[config.mk]
export PLATFORM = sky130hd
export DESIGN_NAME = morra_match_controller
export DESIGN_NICKNAME = d
export VERILOG_FILES = /design/src/rtl/morra_match_controller.sv
export SDC_FILE = /design/constraint.sdc
export NUM_CORES = 1
export LEC_CHECK = 0
export CELL_PAD_IN_SITES_DETAIL_PLACEMENT = 1
export CELL_PAD_IN_SITES_GLOBAL_PLACEMENT = 1
export CORE_ASPECT_RATIO = 1.75
export CORE_MARGIN = 3
export CORE_UTILIZATION = 43
export DETAILED_ROUTE_END_ITERATION = 8
export GPL_ROUTABILITY_DRIVEN = 0
export GPL_TIMING_DRIVEN = 0
export HOLD_SLACK_MARGIN = 0.02
export PLACE_DENSITY = 0.91
export SKIP_CTS_REPAIR_TIMING = 1
export SLEW_MARGIN = 15
export SYNTH_ARGS = -nofsm -noshare
export SYNTH_HDL_FRONTEND = slang
export SYNTH_SLANG_ARGS = --single-unit
[constraint.sdc]
create_clock -name clk -period 4.5 [get_ports clk]
set_input_delay 0.45 -clock clk [delete_from_list [all_inputs] [get_ports clk]]
set_output_delay 0.45 -clock clk [all_outputs]
set_load 0.02 [all_outputs]
[src/rtl/morra_match_controller.sv]
// Series sequencer for the MorraCinese core: collects one move per player, plays rounds
// on the core, tallies game results and declares the series winner.
module morra_match_controller #(
  parameter int SERIES_WINS  = 2,
  parameter int MAX_GAMES    = 3,
  parameter int MOVE_TIMEOUT = 15
) (
  input  logic       clk,
  input  logic       rst,
  input  logic       start,
  input  logic [3:0] cfg_max,
  input  logic       p1_valid,
  input  logic [1:0] p1_move,
  output logic       p1_ready,
  input  logic       p2_valid,
  input  logic [1:0] p2_move,
  output logic       p2_ready,
  output logic [1:0] primo,
  output logic [1:0] secondo,
  output logic       inizia,
  input  logic [1:0] manche,
  input  logic [1:0] partita,
  output logic [2:0] score_p1,
  output logic [2:0] score_p2,
  output logic [2:0] games_played,
  output logic [1:0] last_manche,
  output logic       busy,
  output logic       series_done,
  output logic [1:0] series_winner
);

  typedef enum logic [2:0] {
    S_IDLE, S_NEWGAME, S_CONFIG, S_COLLECT, S_PLAY, S_GAMEEND, S_DONE
  } state_t;

  localparam logic [2:0] WINS_C     = 3'(SERIES_WINS);
  localparam logic [2:0] MAXG_C     = 3'(MAX_GAMES);
  localparam logic [7:0] TMO_LAST_C = 8'(MOVE_TIMEOUT - 1);

  state_t     state_r;
  logic [1:0] mv1_r, mv2_r, part_r;
  logic       got1_r, got2_r;
  logic [7:0] cnt_r;

  logic       take1_s, take2_s, pair_s, tmo_s, end_s;
  logic [2:0] sc1_nx_s, sc2_nx_s, games_nx_s;

  function automatic logic [1:0] winner_f(input logic [2:0] a, input logic [2:0] b);
    if (a > b)      return 2'b01;
    else if (b > a) return 2'b10;
    else            return 2'b11;
  endfunction

  // Move acceptance; a 00 move is never latched so ready stays up for that player
  assign take1_s    = (state_r == S_COLLECT) && p1_valid && p1_ready && (p1_move != 2'b00);
  assign take2_s    = (state_r == S_COLLECT) && p2_valid && p2_ready && (p2_move != 2'b00);
  assign pair_s     = (got1_r || take1_s) && (got2_r || take2_s);
  assign tmo_s      = (got1_r ^ got2_r) && (cnt_r == TMO_LAST_C);
  assign sc1_nx_s   = ((part_r == 2'b01) && (score_p1 != 3'd7)) ? score_p1 + 3'd1 : score_p1;
  assign sc2_nx_s   = ((part_r == 2'b10) && (score_p2 != 3'd7)) ? score_p2 + 3'd1 : score_p2;
  assign games_nx_s = (games_played == 3'd7) ? 3'd7 : games_played + 3'd1;
  assign end_s      = (sc1_nx_s == WINS_C) || (sc2_nx_s == WINS_C) || (games_nx_s == MAXG_C);

  // Series FSM with all outputs registered
  always_ff @(posedge clk or posedge rst) begin
    if (rst) begin
      state_r       <= S_IDLE;
      mv1_r         <= 2'b00;
      mv2_r         <= 2'b00;
      part_r        <= 2'b00;
      got1_r        <= 1'b0;
      got2_r        <= 1'b0;
      cnt_r         <= 8'd0;
      p1_ready      <= 1'b0;
      p2_ready      <= 1'b0;
      primo         <= 2'b00;
      secondo       <= 2'b00;
      inizia        <= 1'b0;
      score_p1      <= 3'd0;
      score_p2      <= 3'd0;
      games_played  <= 3'd0;
      last_manche   <= 2'b00;
      busy          <= 1'b0;
      series_done   <= 1'b0;
      series_winner <= 2'b00;
    end else if (start) begin
      state_r       <= S_NEWGAME;
      mv1_r         <= 2'b00;
      mv2_r         <= 2'b00;
      got1_r        <= 1'b0;
      got2_r        <= 1'b0;
      cnt_r         <= 8'd0;
      p1_ready      <= 1'b0;
      p2_ready      <= 1'b0;
      primo         <= 2'b00;
      secondo       <= 2'b00;
      inizia        <= 1'b1;
      score_p1      <= 3'd0;
      score_p2      <= 3'd0;
      games_played  <= 3'd0;
      busy          <= 1'b1;
      series_done   <= 1'b0;
      series_winner <= 2'b00;
    end else begin
      case (state_r)
        S_NEWGAME: begin
          inizia  <= 1'b0;
          primo   <= cfg_max[3:2];
          secondo <= cfg_max[1:0];
          state_r <= S_CONFIG;
        end
        S_CONFIG: begin
          primo    <= 2'b00;
          secondo  <= 2'b00;
          p1_ready <= 1'b1;
          p2_ready <= 1'b1;
          cnt_r    <= 8'd0;
          state_r  <= S_COLLECT;
        end
        S_COLLECT: begin
          if (take1_s) begin
            mv1_r  <= p1_move;
            got1_r <= 1'b1;
          end
          if (take2_s) begin
            mv2_r  <= p2_move;
            got2_r <= 1'b1;
          end
          if (pair_s || tmo_s) begin
            // A missing move is still 00 in its latch, which is the forced value
            primo    <= take1_s ? p1_move : mv1_r;
            secondo  <= take2_s ? p2_move : mv2_r;
            p1_ready <= 1'b0;
            p2_ready <= 1'b0;
            state_r  <= S_PLAY;
          end else begin
            p1_ready <= !(got1_r || take1_s);
            p2_ready <= !(got2_r || take2_s);
            cnt_r    <= (got1_r ^ got2_r) ? cnt_r + 8'd1 : 8'd0;
          end
        end
        S_PLAY: begin
          last_manche <= manche;
          part_r      <= partita;
          mv1_r       <= 2'b00;
          mv2_r       <= 2'b00;
          got1_r      <= 1'b0;
          got2_r      <= 1'b0;
          cnt_r       <= 8'd0;
          primo       <= 2'b00;
          secondo     <= 2'b00;
          if (partita == 2'b00) begin
            p1_ready <= 1'b1;
            p2_ready <= 1'b1;
            state_r  <= S_COLLECT;
          end else begin
            state_r  <= S_GAMEEND;
          end
        end
        S_GAMEEND: begin
          games_played <= games_nx_s;
          score_p1     <= sc1_nx_s;
          score_p2     <= sc2_nx_s;
          if (end_s) begin
            busy          <= 1'b0;
            series_done   <= 1'b1;
            series_winner <= winner_f(sc1_nx_s, sc2_nx_s);
            state_r       <= S_DONE;
          end else begin
            inizia  <= 1'b1;
            state_r <= S_NEWGAME;
          end
        end
        S_IDLE, S_DONE: begin
          state_r <= state_r;
        end
        default: begin
          busy    <= 1'b0;
          state_r <= S_IDLE;
        end
      endcase
    end
  end

endmodule
==> impl_metrics.tcl <==
set metrics [dict create \
    grt_start_max_net_pins 25 \
    clk_latency_ns 0.31 \
    grt_pass1_wl_um 12100 \
    wire_per_inst_um 19.7 \
    syn-instance-count 247 \
    rsz0062_at_grt "no" \
    cts_root_buffer "clkbuf_8" \
    crit_cells 8 \
    track_usage 0.234 \
    cts_tree "done" \
    antenna_found_initial 0 \
    reg2regPathDepth 8 \
    die_w_um 63.0 \
    drt_iter0_drc 127 \
    layout-drive-gt1-share 0.119 \
    max_freq_mhz 374 \
    stdcell_area_um2 3070 \
    die_area_um2 6670 \
    drv_slew 0 \
    ys_warn_count 0 \
    rrSetupSlack_ns 1.83 \
    initial_utilization 0.454 \
    cp-start-kind "flip-flop" \
    status "finished clean" \
    final.fill_count 611 \
    stdcell_count 367 \
    critical_path.max_fanout 6 \
    io_buffer_count 37 \
    antennaDiodeCount 0 \
    skew_ns 0.0102 \
    synthTopCellsByArea "dfrtp_1, ha_1, nor2_1" \
    final_hold_viol_count 0 \
    dieHeight_um 106 \
    cpPeakStageDelay_ns 0.46 \
    dr.pass1.iters 4 \
    vias 2186 \
    nets 319 \
    synth_top_area_share 0.419 \
    dp_slack_ns 1.83 \
    critical_path_required_ns 4.70 \
    vdd_drop_max_mv 0.157 \
    cts_buffer_depth 2 \
    hpwlAfterDp_um 5220 \
    cts.sinks 41 \
    ys.flop_type "dfrtp_1" \
    hold_class "in -> async" \
    io_pins 39 \
    ant_nets 0 \
    crit_end "series_winner[0]" \
    synth_cell_types 51 \
    final.min_clock_period_ns 2.67 \
    ys_async_sr_fraction 1.00 \
    post-route-period-util 0.594 \
    dp_cells 359 \
    crit_path_frequent_cell "ha_1" \
    drv_cap 0 \
    final_util 0.570 \
    whs_ns 0.455 \
    ys_ff_latch 41 \
    r2r_start "score_p2[0]" \
    setup_tns_ns 0 \
    synth_edf_count 0 \
    synth-seq-area-share 0.419 \
    overflow 0 \
    syn_to_final_growth_pct 25.5 \
    worst-path-buf-inv 0 \
    core_region_area_um2 5390 \
    crit_chain "ha_1 -> ha_1 -> nor3b_4 -> mux2_2 -> ha_1 -> and3_1 -> o2111a_1 -> a31o_2" \
    setup_violations 0 \
    r2r_end "series_winner[0]" \
    relSlewSlack 0.559 \
    first_global_vias 2488 \
    clk_pin_slew_ns 0.09 \
    p_per_area_nw_per_um2 277 \
    worstSetupEndpointType "flip-flop" \
    avgSynthCellArea_um2 9.91 \
    worstMarginPinSlew_ns 0.654 \
    netlist_area_um2 2450 \
    htreeDepth 2 \
    placed_area_um2 2940 \
    setup_ws_ns 1.83 \
    syn_nets 274 \
    yosysMostFrequentCell "dfrtp_1" \
    synth_commonest_cells "dfrtp_1, nor2_1, a21oi_1, nand2_1, inv_1" \
    drt-total-wl_um 7240 \
    drc_errors 0 \
    critical_path_class "reg -> reg" \
    p_leak_nw 1.29 \
    crit_start "score_p2[0]" \
    cp_top_family "adder cells" \
    yosys.area.top_type "dfrtp_1" \
    num_rows 35 \
    via_per_inst 5.96 \
    cpMaxStageDelayCell "dfrtp_1" \
    crit_arrival_ns 2.87 \
    numCtsBuffers 5 \
    power_uw 851 \
]
==> area by class of cell <==
class | count | area, um2 | area share
inverter | 12 | 45.0 | 0.0147
sequential | 41 | 1030 | 0.334
multi-input combinational | 185 | 1330 | 0.433
clock inverter | 3 | 65.1 | 0.0212
timing repair buffer | 38 | 398 | 0.130
buffer | 9 | 46.3 | 0.0151
clock buffer | 5 | 68.8 | 0.0224
tap | 74 | 92.6 | 0.0301
==> cell families after synthesis <==
| kind of cell | after synthesis | synth area share |
|---|---|---|
| compound gates | 67 | 0.196 |
| xor+xnor | 7 | 0.0251 |
| fa+ha+maj | 10 | 0.0511 |
| buf+inv | 21 | 0.0373 |
| flops | 41 | 0.419 |
| mux | 18 | 0.0777 |
| simple gates | 83 | 0.194 |
==> placed cells by master (no fill, tap or decap), drive strengths merged, types with 4 or more instances in the layout <==
master	instances
dfrtp	41
clkdlybuf4s50	37
nor2	30
a21oi	21
nand2	17
inv	12
mux2i	10
ha	10
clkbuf	9
mux2	8
buf	6
or3	5
a221oi	5
nand3	5
a211oi	5
o21ai	5
nor3	5
o211ai	4
a22o	4
o31ai	4
xor2	4
o22ai	4
nand4	4
==> report_power, final <==
| part | switching [mW] | total [mW] | internal (mW) |
|---|---|---|---|
| Combinational | 0.0616 | 0.105 | 0.0429 |
| Sequential | 0.00878 | 0.385 | 0.377 |
| Clock | 0.141 | 0.361 | 0.220 |
==> worst min-delay path by stage <==
stage | startpoint | endpoint | slack, ns | depth (start not counted)
3_3_place_gp | busy | busy | 0.48 | 1
4_1_cts | rst | state_r[2] | 0.47 | 2
6_report | rst | state_r[2] | 0.45 | 2
2_1_floorplan | mv1_r[1] | mv1_r[1] | 0.49 | 2
3_5_place_dp | busy | busy | 0.48 | 1
5_1_grt | rst | state_r[2] | 0.50 | 2
==> metal layers <==
metal  vias up  global-route usage  share of wire
met5         -                   0              0
met4         0               0.148          0.051
met3        27              0.0405          0.023
met2        52               0.439           0.57
met1      1103               0.230           0.36
li1       1004                   -              -
==> worst register-to-register path: stages (launching register included) <==
cell	delay, ns
dfrtp_1	0.46
ha_1	0.23
ha_1	0.20
nor3b_4	0.31
mux2_2	0.41
ha_1	0.32
and3_1	0.19
o2111a_1	0.23
a31o_2	0.20
==> state kept, by name, summed over array words and instances (netlist names), 3 cells and up <==
register / count
games_played: 3
score_p2: 3
score_p1: 3
state_r: 3
cnt_r: 8
(Power assumes the default switching activity.)
